--- src/rtl/mux_rr_stream_pkg.sv ---
// mux_pkg: shared arbitration types and helpers for stream muxes/arbiters.
//   arb_mode_t : ARB_RR (round-robin from a rotating pointer) or
//                ARB_FIXED (lowest requesting index always wins)
//   idx_width  : width of a channel index for M channels (min 1)
package mux_pkg;

   typedef enum logic {
      ARB_RR    = 1'b0,
      ARB_FIXED = 1'b1
   } arb_mode_t;

   function automatic int idx_width(input int m);
      return (m > 1) ? $clog2(m) : 1;
   endfunction

endpackage

--- src/rtl/mux_rr_stream_if.sv ---
// mux_rr_stream_if: M-channel input side plus single-channel output side of
// the registered stream mux.
//   in_valid/in_data/in_ready : per-channel producer handshake, data at [i*N +: N]
//   out_valid/out_data/out_sel/out_ready : consumer handshake plus winning index
//   slave  : the mux itself
//   master : the producers/consumer driving it
interface mux_rr_stream_if #(
   parameter int N = 16,
   parameter int M = 16
) ();
   localparam int S = mux_pkg::idx_width(M);

   logic [M-1:0]   in_valid;
   logic [M*N-1:0] in_data;
   logic [M-1:0]   in_ready;
   logic           out_valid;
   logic [N-1:0]   out_data;
   logic [S-1:0]   out_sel;
   logic           out_ready;

   modport slave (
      input  in_valid, in_data, out_ready,
      output in_ready, out_valid, out_data, out_sel
   );

   modport master (
      output in_valid, in_data, out_ready,
      input  in_ready, out_valid, out_data, out_sel
   );
endinterface

--- src/rtl/mux_rr_stream_rr_arbiter.sv ---
// rr_arbiter: purely combinational M-way arbiter.
//   req   : request vector
//   ptr   : round-robin start index (ignored in ARB_FIXED)
//   mode  : ARB_RR or ARB_FIXED
//   grant : index of winning request (0 when none)
//   any   : at least one request present
module rr_arbiter
   import mux_pkg::*;
#(
   parameter int M = 16,
   localparam int S = idx_width(M)
) (
   input  logic [M-1:0] req,
   input  logic [S-1:0] ptr,
   input  arb_mode_t    mode,
   output logic [S-1:0] grant,
   output logic         any
);

   logic [S-1:0] base;
   logic [S:0]   idx;

   assign any  = |req;
   assign base = (mode == ARB_FIXED) ? '0 : ptr;

   // Rotate-scan from base. Walking the offsets downward lets the closest
   // requester to base overwrite any farther one. The extra index bit keeps
   // base+k from overflowing before the modulo-M wrap, so non-power-of-two M
   // wraps correctly.
   always_comb begin
      grant = '0;
      idx   = '0;
      for (int k = M-1; k >= 0; k--) begin
         idx = {1'b0, base} + (S+1)'(k);
         if (idx >= (S+1)'(M)) idx = idx - (S+1)'(M);
         if (req[idx[S-1:0]]) grant = idx[S-1:0];
      end
   end

endmodule

--- src/rtl/mux_rr_stream.sv ---
// mux_rr_stream: registered M-channel, N-bit stream mux with arbitration.
//   clk  : clock, all state on rising edge
//   rst  : synchronous active-high reset; also gates in_ready low
//   bus  : mux_rr_stream_if.slave (per-channel inputs, one output register)
// Each cycle the register can load (empty or draining), one requesting
// channel is granted, its word is captured along with its index.
module mux_rr_stream
   import mux_pkg::*;
#(
   parameter int        N    = 16,
   parameter int        M    = 16,
   parameter arb_mode_t MODE = ARB_RR,
   localparam int       S    = idx_width(M)
) (
   input  logic            clk,
   input  logic            rst,
   mux_rr_stream_if.slave  bus
);

   logic [S-1:0] grant;
   logic [S-1:0] ptr_q;
   logic         any;
   logic         load;
   logic [M-1:0] rdy;
   logic [N-1:0] sel_data;

   logic         vld_q;
   logic [N-1:0] data_q;
   logic [S-1:0] sel_q;

   rr_arbiter #(.M(M)) u_arb (
      .req   (bus.in_valid),
      .ptr   (ptr_q),
      .mode  (MODE),
      .grant (grant),
      .any   (any)
   );

   // Register is free when empty or being drained this very cycle, which
   // allows fill and drain on the same edge (no bubble).
   assign load     = ~vld_q | bus.out_ready;
   assign sel_data = bus.in_data[int'(grant)*N +: N];

   always_comb begin
      rdy = '0;
      if (load && any && !rst) rdy[grant] = 1'b1;
   end

   always_ff @(posedge clk) begin
      if (rst) begin
         vld_q  <= 1'b0;
         data_q <= '0;
         sel_q  <= '0;
         ptr_q  <= '0;
      end else if (load) begin
         if (any) begin
            vld_q  <= 1'b1;
            data_q <= sel_data;
            sel_q  <= grant;
            // Pointer moves just past the winner; FIXED leaves it at 0.
            if (MODE == ARB_RR)
               ptr_q <= (grant == S'(M-1)) ? '0 : grant + S'(1);
         end else begin
            vld_q <= 1'b0;
         end
      end
   end

   assign bus.in_ready  = rdy;
   assign bus.out_valid = vld_q;
   assign bus.out_data  = data_q;
   assign bus.out_sel   = sel_q;

endmodule

--- src/flat_wrapper.sv ---
// flat-port wrapper written by rule: the top's interface ports become plain ports
module mux_rr_stream_flat import mux_pkg::*;
#(
   parameter int        N    = 16,
   parameter int        M    = 16,
   parameter arb_mode_t MODE = ARB_RR,
   localparam int       S    = idx_width(M)
)
  (clk, rst, bus_in_valid, bus_in_data, bus_out_ready, bus_in_ready, bus_out_valid, bus_out_data, bus_out_sel);
  mux_rr_stream_if #(.N(N), .M(M)) bus_i ();
  input  logic clk;
  input  logic rst;
  input wire logic [$bits(bus_i.in_valid)-1:0] bus_in_valid;
  input wire logic [$bits(bus_i.in_data)-1:0] bus_in_data;
  input wire logic [$bits(bus_i.out_ready)-1:0] bus_out_ready;
  output wire logic [$bits(bus_i.in_ready)-1:0] bus_in_ready;
  output wire logic [$bits(bus_i.out_valid)-1:0] bus_out_valid;
  output wire logic [$bits(bus_i.out_data)-1:0] bus_out_data;
  output wire logic [$bits(bus_i.out_sel)-1:0] bus_out_sel;
  assign bus_i.in_valid = bus_in_valid;
  assign bus_i.in_data = bus_in_data;
  assign bus_i.out_ready = bus_out_ready;
  assign bus_in_ready = bus_i.in_ready;
  assign bus_out_valid = bus_i.out_valid;
  assign bus_out_data = bus_i.out_data;
  assign bus_out_sel = bus_i.out_sel;
  mux_rr_stream #(.N(N), .M(M), .MODE(MODE)) u_core (.clk(clk), .rst(rst), .bus(bus_i));
endmodule
--- config.mk ---
export PLATFORM = sky130hd
export DESIGN_NAME = mux_rr_stream_flat
export DESIGN_NICKNAME = d
export VERILOG_FILES = /design/src/rtl/mux_rr_stream_pkg.sv /design/src/rtl/mux_rr_stream_if.sv /design/src/rtl/mux_rr_stream_rr_arbiter.sv /design/src/rtl/mux_rr_stream.sv /design/src/flat_wrapper.sv
export SDC_FILE = /design/constraint.sdc
export NUM_CORES = 1
export LEC_CHECK = 0
export CAP_MARGIN = 20
export CORE_ASPECT_RATIO = 0.5
export CORE_MARGIN = 2
export CORE_UTILIZATION = 50
export DETAILED_ROUTE_END_ITERATION = 6
export DONT_BUFFER_PORTS = 1
export PLACE_DENSITY_LB_ADDON = 0.15
export RECOVER_POWER = 100
export SKIP_CTS_REPAIR_TIMING = 1
export SLEW_MARGIN = 20
export SYNTH_ARGS = -nofsm -noshare
export SYNTH_HDL_FRONTEND = slang
export SYNTH_SLANG_ARGS = --single-unit
export TNS_END_PERCENT = 30
--- constraint.sdc ---
create_clock -name clk -period 10.5 [get_ports clk]
set_input_delay 1.05 -clock clk [delete_from_list [all_inputs] [get_ports clk]]
set_output_delay 1.05 -clock clk [all_outputs]
set_load 0.03 [all_outputs]
==> impl_metrics.toml, run 1 <==
[global_route]
grt_antenna_before_repair = 1
grt_usage = 0.3645
overflow = 0
grt_pass1_wl_mm = 35.69
grt_pass1_vias = 5827
grt_max_degree = 63

[logic_synthesis]
seq_area_frac_synth = 0.08448
ys_warn_count = 0
synth_top_family_by_area = "multiplexers"
synth_compound_area_frac = 0.2448
syn_inst = 774
yosys.area_share.simple = 0.2253
synth_edf_count = 0
synth.area.mux_share = 0.3407
synthFlopType = "dfxtp_1"
avgSynthCellArea_sq_um = 7.654
synth_async_sr_flop_share = 0
ys_ff_latch = 25
synthDistinctLibCells = 78
synthXorXnorAreaFrac = 0.02175
syn_area_sq_um = 5924
synth_adder_area_share = 0.02323
syn_nets = 1060

[floorplan]
die-width_um = 157.9
boundaryPins = 312
start_util = 0.5063
coreArea_sq_um = 11700
die_y_um = 80.97
fp.dieArea_sq_um = 12790
rows = 28

[timing]
max_freq_mhz = 123.3
skew_ns = 0.002704
rsz0062_at_grt = "false"
fin_ws_ns = 2.390
hold_viol = 0
setup_tns_ns = 0
fin_crit_ns = 8.110
finalCritPeriodShare = 0.7724
slew_viol_final = 91
tightestPinTransition_ns = 2.609
setup_viol = 0
slew_headroom = -0.7395

[layout]
nFillCells = 1227
antennaDiodeCount = 0
drive_gt1_frac = 0.1202
register_area_sq_um = 500.5
nNetsFinal = 1019
multiInputGateArea_sq_um = 5070
syn2layout_area_growth_pct = 0.9292

[worst_setup_path]
arrival_ns = 7.06
crit_chain = "inv_1 -> ha_1 -> mux4_2 -> mux2i_1 -> mux2_1 -> o21ai_0 -> a31oi_1 -> o211ai_1 -> a31oi_4 -> clkbuf_1 -> ha_1 -> nand2_1 -> nor3_1"
crit_end = "bus_in_ready[15]"
max_stage_delay_ns = 1.85
cp_data_required_time_ns = 9.45
worst-path-buf-inv = 2
critPathSlowestCell = "clkbuf_1"
rr_endpoint = "u_core.bus.out_data[11]$_SDFFE_PP0P_"
r2r-start = "u_core.ptr_q[1]$_SDFFE_PP0P_"
cp-startpoint = "u_core.ptr_q[1]$_SDFFE_PP0P_"
cp_top_family = "buffers and inverters"
critPathCaptureType = "primary output"
worst-r2r-setup-slack_ns = 2.68
critPathKind = "flop to primary output"
critPathMostFrequentCell = "ha_1"
cp.depth = 13
startpoint_type = "flop"
crit_fanout = 55
reg2reg_depth = 16

[detailed_routing]
route.detailed.drc = 0
antenna_left = 0
routedWlPerCell_um = 26.83
dr.pass1.iters = 5
via_per_inst = 7.207
wl_mm = 24.06
drt_iter0_markers = 727
vias = 6465

[clock_tree]
clk_path_buf_depth = 2
clk_pin_slew_worst_paths_ns = 0.07
cts.htree.levels = 1
insertion_delay_ns = 0.26
root_buffer = "clkbuf_16"
cts_tree = "built"
cts_made_buffers = 3
clock_sinks = 25

[hold_path]
min_from = "u_core.ptr_q[3]$_SDFFE_PP0P_"
hold_path_class = "flop to flop"

[place]
place_congestion = 0.9804
hpwl_mm = 18.78
pre_cts_slack_ns = 4.186
port_buffers = 0

[run]
drv_cap = 2

[status]
outcome = "finished, violations left"
violations = "max-capacitance violations, max-slew violations"
==> worst register-to-register path, stage by stage (launching register included) <==
cell      delay (ns)
dfxtp_1         0.33
inv_1           0.16
ha_1            1.01
mux4_2          0.48
mux2i_1         0.43
mux2_1          0.39
o21ai_0         0.15
a31oi_1         0.20
o211ai_1        0.17
a31oi_4         0.18
clkbuf_1        1.85
inv_4           0.67
buf_4           0.59
nand2_1         0.42
o221ai_1        0.21
a21o_1          0.23
a311oi_1        0.27
==> routing by layer <==
layer	GRT usage	wire [um]
met5	0	7
met4	0.06937	488
met3	0.06137	2364
met2	0.6130	11300
met1	0.4992	9903
==> layout by cell type (no fill, tap or decap), types with 5 or more instances in the layout <==
| cell | synthesis | routed |
|---|---|---|
| a22oi_1 | 7 | 7 |
| o22ai_1 | 15 | 15 |
| a21o_1 | 10 | 10 |
| buf_4 | 6 | 9 |
| nand3_1 | 29 | 29 |
| nor2_1 | 60 | 60 |
| xnor2_1 | 7 | 7 |
| inv_1 | 7 | 8 |
| nand2_1 | 152 | 153 |
| o211ai_1 | 6 | 7 |
| nor4_1 | 16 | 16 |
| mux2_2 | 18 | 17 |
| a311oi_1 | 16 | 16 |
| a31oi_1 | 11 | 11 |
| nand4_1 | 8 | 8 |
| a211oi_1 | 11 | 11 |
| mux2i_1 | 106 | 106 |
| nor3_1 | 12 | 12 |
| o21ai_0 | 11 | 11 |
| ha_1 | 11 | 11 |
| dfxtp_1 | 25 | 25 |
| and3_1 | 5 | 5 |
| a21oi_2 | 7 | 7 |
| a21oi_1 | 42 | 42 |
| o221ai_1 | 12 | 12 |
| mux4_2 | 31 | 31 |
| a21boi_0 | 5 | 5 |
==> area by class of cell <==
class | count | area share
well taps | 165 | 0.03453
inverters | 12 | 0.007951
clock buffers | 3 | 0.01255
flip-flops and latches | 25 | 0.08370
clock inverters | 1 | 0.0008370
repair buffers | 11 | 0.01255
multi-input cells | 680 | 0.8479
==> metrics by stage <==
step	hold slack [ns]	std cells	area (sq um)	utilization
floorplan	0.5843	774	5924	-
global placement	0.5201	893	5907	0.5048
detailed placement	0.5369	893	5914	0.5055
CTS	0.5467	897	5995	0.5123
global route	0.5803	897	5979	0.5110
finish	0.5481	897	5979	0.5110
==> how the worst min path moves through the flow <==
stage / end / slack, ns / cells past startpoint
6_report: u_core.ptr_q[3]$_SDFFE_PP0P_ / 0.55 / 2
5_1_grt: u_core.ptr_q[3]$_SDFFE_PP0P_ / 0.58 / 2
4_1_cts: u_core.ptr_q[3]$_SDFFE_PP0P_ / 0.55 / 2
3_5_place_dp: u_core.ptr_q[3]$_SDFFE_PP0P_ / 0.54 / 2
3_3_place_gp: u_core.ptr_q[3]$_SDFFE_PP0P_ / 0.52 / 2
2_1_floorplan: u_core.bus.out_sel[0]$_SDFFE_PP0P_ / 0.58 / 2
==> registers in the layout (all words and copies together) (netlist names) <==
signal                cells
u_core.bus.out_data      16
u_core.bus.out_valid      1
u_core.bus.out_sel        4
u_core.ptr_q              4
==> synth_stat cells, types with 5 or more instances <==
cell      instances  area (sq um)
buf_6             6         67.56
nor3_1           12         60.06
nor2_1           60         225.2
a31oi_1          11         68.82
buf_2            21         105.1
dfxtp_1          25         500.5
a22oi_1           7         52.55
mux2i_1         106          1061
nand4_1           8         50.05
o221ai_1         12         105.1
a21oi_2           7         61.31
o21ai_0          11         55.05
xnor2_1           7         61.31
a21boi_0          5         37.54
and3_1            5         31.28
mux4_2           31         698.2
nand3_1          29         145.1
buf_4             6         45.04
o22ai_1          15         93.84
clkbuf_1         22         82.58
inv_1             7         26.28
a211oi_1         11         82.58
mux2_2           18         202.7
a21o_1           10         75.07
a21oi_1          42         210.2
ha_1             11         137.6
nand2_1         152         570.6
a311oi_1         16         140.1
nor4_1           16         100.1
o211ai_1          6         45.04
==> kinds of logic after synthesis <==
group	count (synthesis)
AO/OA/AOI/OAI	194
multiplexers	158
AND/OR/NAND/NOR	304
flip-flops	25
buffers and inverters	69
XOR/XNOR	13
adder cells (fa/ha/maj)	11
Power of run 1 is left out: the tool's default activity adds up to more than one toggle a clock period on the data nets, which glitch-free logic cannot reach.
==> run 2, diff against run 1 <==
==> constraint.sdc (replaced) <==
create_clock -name clk -period 7.9 [get_ports clk]
set_input_delay 0.79 -clock clk [delete_from_list [all_inputs] [get_ports clk]]
set_output_delay 0.79 -clock clk [all_outputs]
set_load 0.03 [all_outputs]
==> run 2 against run 1 <==
The flow now finishes without violations. Sequential cell count did not move. Die area did not move. Largest cell class unchanged. Critical path depth fell by 1. First-iteration DRC count rose by 7.2%. Register-to-register slack got worse by 1.5 ns. Design area rose by 0.44%. Routed wire length rose by 3.8%. Clock skew barely moved. Critical endpoint is now bus_in_ready[11]. Global-route usage rose by 0.98 points. Highest routed layer is now met4.
==> impl_metrics.toml, run 2 (synthesis gave the netlist of run 1 again) <==
[timing]
hold_viol = 0
fin_ws_ns = 0.9815
max_freq_mhz = 144.5
finalCritPeriodShare = 0.8758
tightestPinTransition_ns = 0.9466
fin_crit_ns = 6.919
slew_headroom = 0.3666
setup_viol = 0
setup_tns_ns = 0
rsz0062_at_grt = "false"
slew_viol_final = 0
skew_ns = 0.002629

[clock_tree]
clk_path_buf_depth = 2
clk_pin_slew_worst_paths_ns = 0.07
clock_sinks = 25
cts.htree.levels = 1
root_buffer = "clkbuf_16"
cts_tree = "built"
cts_made_buffers = 3
insertion_delay_ns = 0.26

[place]
placed_cells = 900
pre_cts_slack_ns = 1.869
port_buffers = 0
hpwl_mm = 19.42
place_congestion = 1.012

[layout]
final_cell_mix = "nand2_1 (153), mux2i_1 (106), nor2_1 (60)"
register_area_sq_um = 500.5
nNetsFinal = 1026
largest_reg_flops = 16
mostFrequentLayoutCell = "nand2_1"
fin_cells = 905
nFillCells = 1176
multiInputGateArea_sq_um = 5034
syn2layout_area_growth_pct = 1.373
drive_gt1_frac = 0.1150

[global_route]
grt_max_degree = 67
overflow = 0
grt_antenna_before_repair = 0
grt_pass1_wl_mm = 36.22
grt_usage = 0.3743
grt_pass1_vias = 5902

[detailed_routing]
antenna_left = 0
vias = 6527
route.detailed.drc = 0
wl_mm = 24.98
drt_iter0_markers = 779
routedWlPerCell_um = 27.61
via_per_inst = 7.212
dr.pass1.iters = 6

[floorplan]
start_util = 0.5063
die-width_um = 157.9
die_y_um = 80.97
fp.dieArea_sq_um = 12790
rows = 28
boundaryPins = 312
coreArea_sq_um = 11700

[worst_setup_path]
arrival_ns = 6.13
cp_data_required_time_ns = 7.11
max_stage_delay_ns = 1.00
critPathCaptureType = "primary output"
critPathMostFrequentCell = "nand2_1"
crit_fanout = 32
worst-r2r-setup-slack_ns = 1.20
crit_chain = "buf_4 -> inv_1 -> ha_1 -> mux4_2 -> mux2i_1 -> mux2_1 -> o311ai_0 -> a311oi_1 -> o211ai_1 -> nand2_1 -> nand2_1 -> nor2_1"
reg2reg_depth = 15
r2r-start = "u_core.ptr_q[0]$_SDFFE_PP0P_"
startpoint_type = "flop"
critPathKind = "flop to primary output"
rr_endpoint = "u_core.bus.out_data[3]$_SDFFE_PP0P_"
critPathSlowestCell = "ha_1"

[hold_path]
hold_path_class = "input port to flop"
min_from = "rst"
hold_depth = 1
hold-path-endpoint = "u_core.bus.out_data[12]$_SDFFE_PP0P_"

[status]
outcome = "finished, final reports clean"

[run]
drv_cap = 0
run 2: cell count changes in the layout (fill, tap and decap cells not counted), sizes merged:
cell,change
diode,+1
clkbuf,+2
clkinvlp,+1
buf,+5
clkinv,-1
run 2: area by class of cell:
type,count,share of cell area
Antenna cell,1,0.0004167
Clock buffer,3,0.01250
Clock inverter,1,0.001250
Inverter,12,0.007917
Multi-Input combinational cell,680,0.8381
Sequential cell,25,0.08333
Tap cell,165,0.03438
Timing Repair Buffer,18,0.02208
run 2: routing by layer:
| layer | GRT usage | up-vias | part of all wire |
|---|---|---|---|
| li1 | - | 2900 | - |
| met1 | 0.5010 | 3160 | 0.41 |
| met2 | 0.6352 | 423 | 0.47 |
| met3 | 0.07097 | 44 | 0.093 |
| met4 | 0.07838 | 0 | 0.020 |
| met5 | 0 | - | 0 |
run 2: metrics by stage:
stage / util / hold slack, ns / instance area (sq um)
global route: 0.5130 / 0.5829 / 6003
global placement: 0.5104 / 0.5968 / 5972
finish: 0.5133 / 0.5928 / 6006
detailed placement: 0.5104 / 0.5962 / 5972
CTS: 0.5174 / 0.5840 / 6055
floorplan: - / 0.5843 / 5924
run 2: critical path: cells and delay by family (launching register included):
| family | cells | cell delay [ns] |
|---|---|---|
| mux | 3 | 1.28 |
| compound gates | 3 | 0.86 |
| fa+ha+maj | 1 | 1.00 |
| flops | 1 | 0.31 |
| simple gates | 3 | 1.68 |
| buf+inv | 2 | 0.71 |
run 2: worst max-delay path by stage:
stage                                      start                                   to  slack [ns]  cells after the start
floorplan           u_core.ptr_q[1]$_SDFFE_PP0P_                     bus_in_ready[15]        2.22                     19
detailed placement  u_core.ptr_q[0]$_SDFFE_PP0P_  u_core.bus.out_data[4]$_SDFFE_PP0P_        1.87                     16
finish              u_core.ptr_q[0]$_SDFFE_PP0P_                     bus_in_ready[11]        0.98                     12
global route        u_core.ptr_q[0]$_SDFFE_PP0P_                     bus_in_ready[11]        0.61                     12
global placement    u_core.ptr_q[0]$_SDFFE_PP0P_  u_core.bus.out_data[4]$_SDFFE_PP0P_        1.97                     16
CTS                 u_core.ptr_q[0]$_SDFFE_PP0P_                      bus_in_ready[0]        1.58                     14
Power of run 2 is left out for the same reason.
==> run 3, diff against run 2 <==
--- a/config.mk
+++ b/config.mk
@@ -11,6 +11,7 @@
 export CORE_UTILIZATION = 50
 export DETAILED_ROUTE_END_ITERATION = 6
 export DONT_BUFFER_PORTS = 1
+export GPL_TIMING_DRIVEN = 0
 export PLACE_DENSITY_LB_ADDON = 0.15
 export RECOVER_POWER = 100
 export SKIP_CTS_REPAIR_TIMING = 1
==> run 3 against run 2 <==
The flow now finishes with violations (design-rule violations). Register-to-register slack lost 0.29 ns. First-iteration DRC count grew 11%. Non-clock buffer count grew 39. Cell count grew 4.2%.
==> impl_metrics.toml, run 3 (synthesis gave the netlist of run 1 again) <==
[layout]
antennaDiodeCount = 0
largest_reg_flops = 16
syn2layout_area_growth_pct = 4.731
drive_gt1_frac = 0.1440
final_cell_mix = "nand2_1 (152), mux2i_1 (106), nor2_1 (60)"
mostFrequentLayoutCell = "nand2_1"
fin_cells = 943
final_util = 0.5303
design_area_sq_um = 6205
nNetsFinal = 1065

[clock_tree]
cts_tree = "built"
insertion_delay_ns = 0.27
clock_sinks = 25
root_buffer = "clkbuf_16"
cts.htree.levels = 1
cts_made_buffers = 3
clk_path_buf_depth = 2
clk_pin_slew_worst_paths_ns = 0.08

[worst_setup_path]
cp_top_family = "buffers and inverters"
critPathSlowestCell = "nor3_1"
critPathCaptureType = "primary output"
worst-path-buf-inv = 10
r2r-start = "u_core.ptr_q[1]$_SDFFE_PP0P_"
crit_chain = "buf_2 -> buf_6 -> buf_4 -> inv_1 -> ha_1 -> clkbuf_1 -> clkinv_1 -> mux2i_1 -> mux2i_1 -> a2111oi_0 -> o21ai_0 -> o211ai_2 -> a31oi_4 -> inv_1 -> buf_4 -> buf_2 -> buf_2 -> ha_1 -> nand2_1 -> nor3_1"
critPathMostFrequentCell = "buf_2"
crit_fanout = 11
startpoint_type = "flop"
worst-r2r-setup-slack_ns = 0.91
cp_data_required_time_ns = 7.11
reg2reg_depth = 19
max_stage_delay_ns = 0.76
arrival_ns = 6.72
critPathKind = "flop to primary output"
rr_endpoint = "u_core.bus.out_data[3]$_SDFFE_PP0P_"

[timing]
hold_viol = 0
setup_viol = 0
slew_headroom = 0.2549
tightestPinTransition_ns = 1.106
finalCritPeriodShare = 0.9511
skew_ns = 0.009342
rsz0062_at_grt = "false"
max_freq_mhz = 133.1
fin_crit_ns = 7.514
slew_viol_final = 0
setup_tns_ns = 0

[global_route]
overflow = 0
grt_pass1_vias = 6266
grt_antenna_before_repair = 0
grt_max_degree = 15
grt_pass1_wl_mm = 36.94
grt_usage = 0.3840

[floorplan]
boundaryPins = 312
start_util = 0.5063
rows = 28
die_y_um = 80.97
die-width_um = 157.9
fp.dieArea_sq_um = 12790
coreArea_sq_um = 11700

[hold_path]
hold-path-endpoint = "u_core.bus.out_sel[1]$_SDFFE_PP0P_"
hold_depth = 2
min_from = "u_core.bus.out_sel[1]$_SDFFE_PP0P_"
hold_path_class = "flop to flop"

[place]
port_buffers = 0
hpwl_mm = 20.88
placed_cells = 939
place_area_sq_um = 6131
place_congestion = 0.9791

[detailed_routing]
vias = 6751
antenna_left = 0
dr.pass1.iters = 7
drt_iter0_markers = 863
wl_mm = 25.53
routedWlPerCell_um = 27.07
via_per_inst = 7.159
route.detailed.drc = 7

[status]
violations = "design-rule violations"
outcome = "finished, violations left"

[run]
drv_cap = 0
## run 3: cell types whose count changed in the layout (fill, tap and decap cells not counted), sizes merged
cell	before	now
clkinv	1	2
diode	1	0
buf	14	31
clkbuf	7	29
clkinvlp	1	0
## run 3: routing by layer
layer,global-route usage,vias up,part of all wire
li1,-,2977,-
met1,0.5155,3247,0.40
met2,0.6309,453,0.46
met3,0.07364,74,0.11
met4,0.1180,0,0.034
met5,0,-,0
## run 3: area by class of cell
class	instances	area, sq um
Tap cell	165	206.4
Buffer	57	301.5
Inverter	12	45.04
Multi-Input combinational cell	680	5071
Fill cell	1204	5497
Clock inverter	1	5.005
Sequential cell	25	500.5
Clock buffer	3	75.07
## run 3: worst max-delay path by stage
stage | start | endpoint | depth (start not counted)
3_3_place_gp | u_core.ptr_q[1]$_SDFFE_PP0P_ | bus_in_ready[15] | 18
2_1_floorplan | u_core.ptr_q[1]$_SDFFE_PP0P_ | bus_in_ready[15] | 19
5_1_grt | u_core.ptr_q[1]$_SDFFE_PP0P_ | bus_in_ready[14] | 20
3_5_place_dp | u_core.ptr_q[1]$_SDFFE_PP0P_ | bus_in_ready[15] | 18
6_report | u_core.ptr_q[1]$_SDFFE_PP0P_ | bus_in_ready[14] | 20
4_1_cts | u_core.ptr_q[1]$_SDFFE_PP0P_ | bus_in_ready[15] | 18
## run 3: tightest hold or removal path: stages, from the launching register on
cell and delay [ns]:
dfxtp_1 0.42, nand2_1 0.10, a21oi_1 0.06
## run 3: per-stage QoR
step	hold slack (ns)	setup slack (ns)
after floorplan	0.5843	2.217
after global placement	0.6095	0.7569
after detailed placement	0.6093	0.7627
after CTS	0.6191	0.4568
after global routing	0.6528	0.04487
final	0.6223	0.3862
Power of run 3 is left out for the same reason.
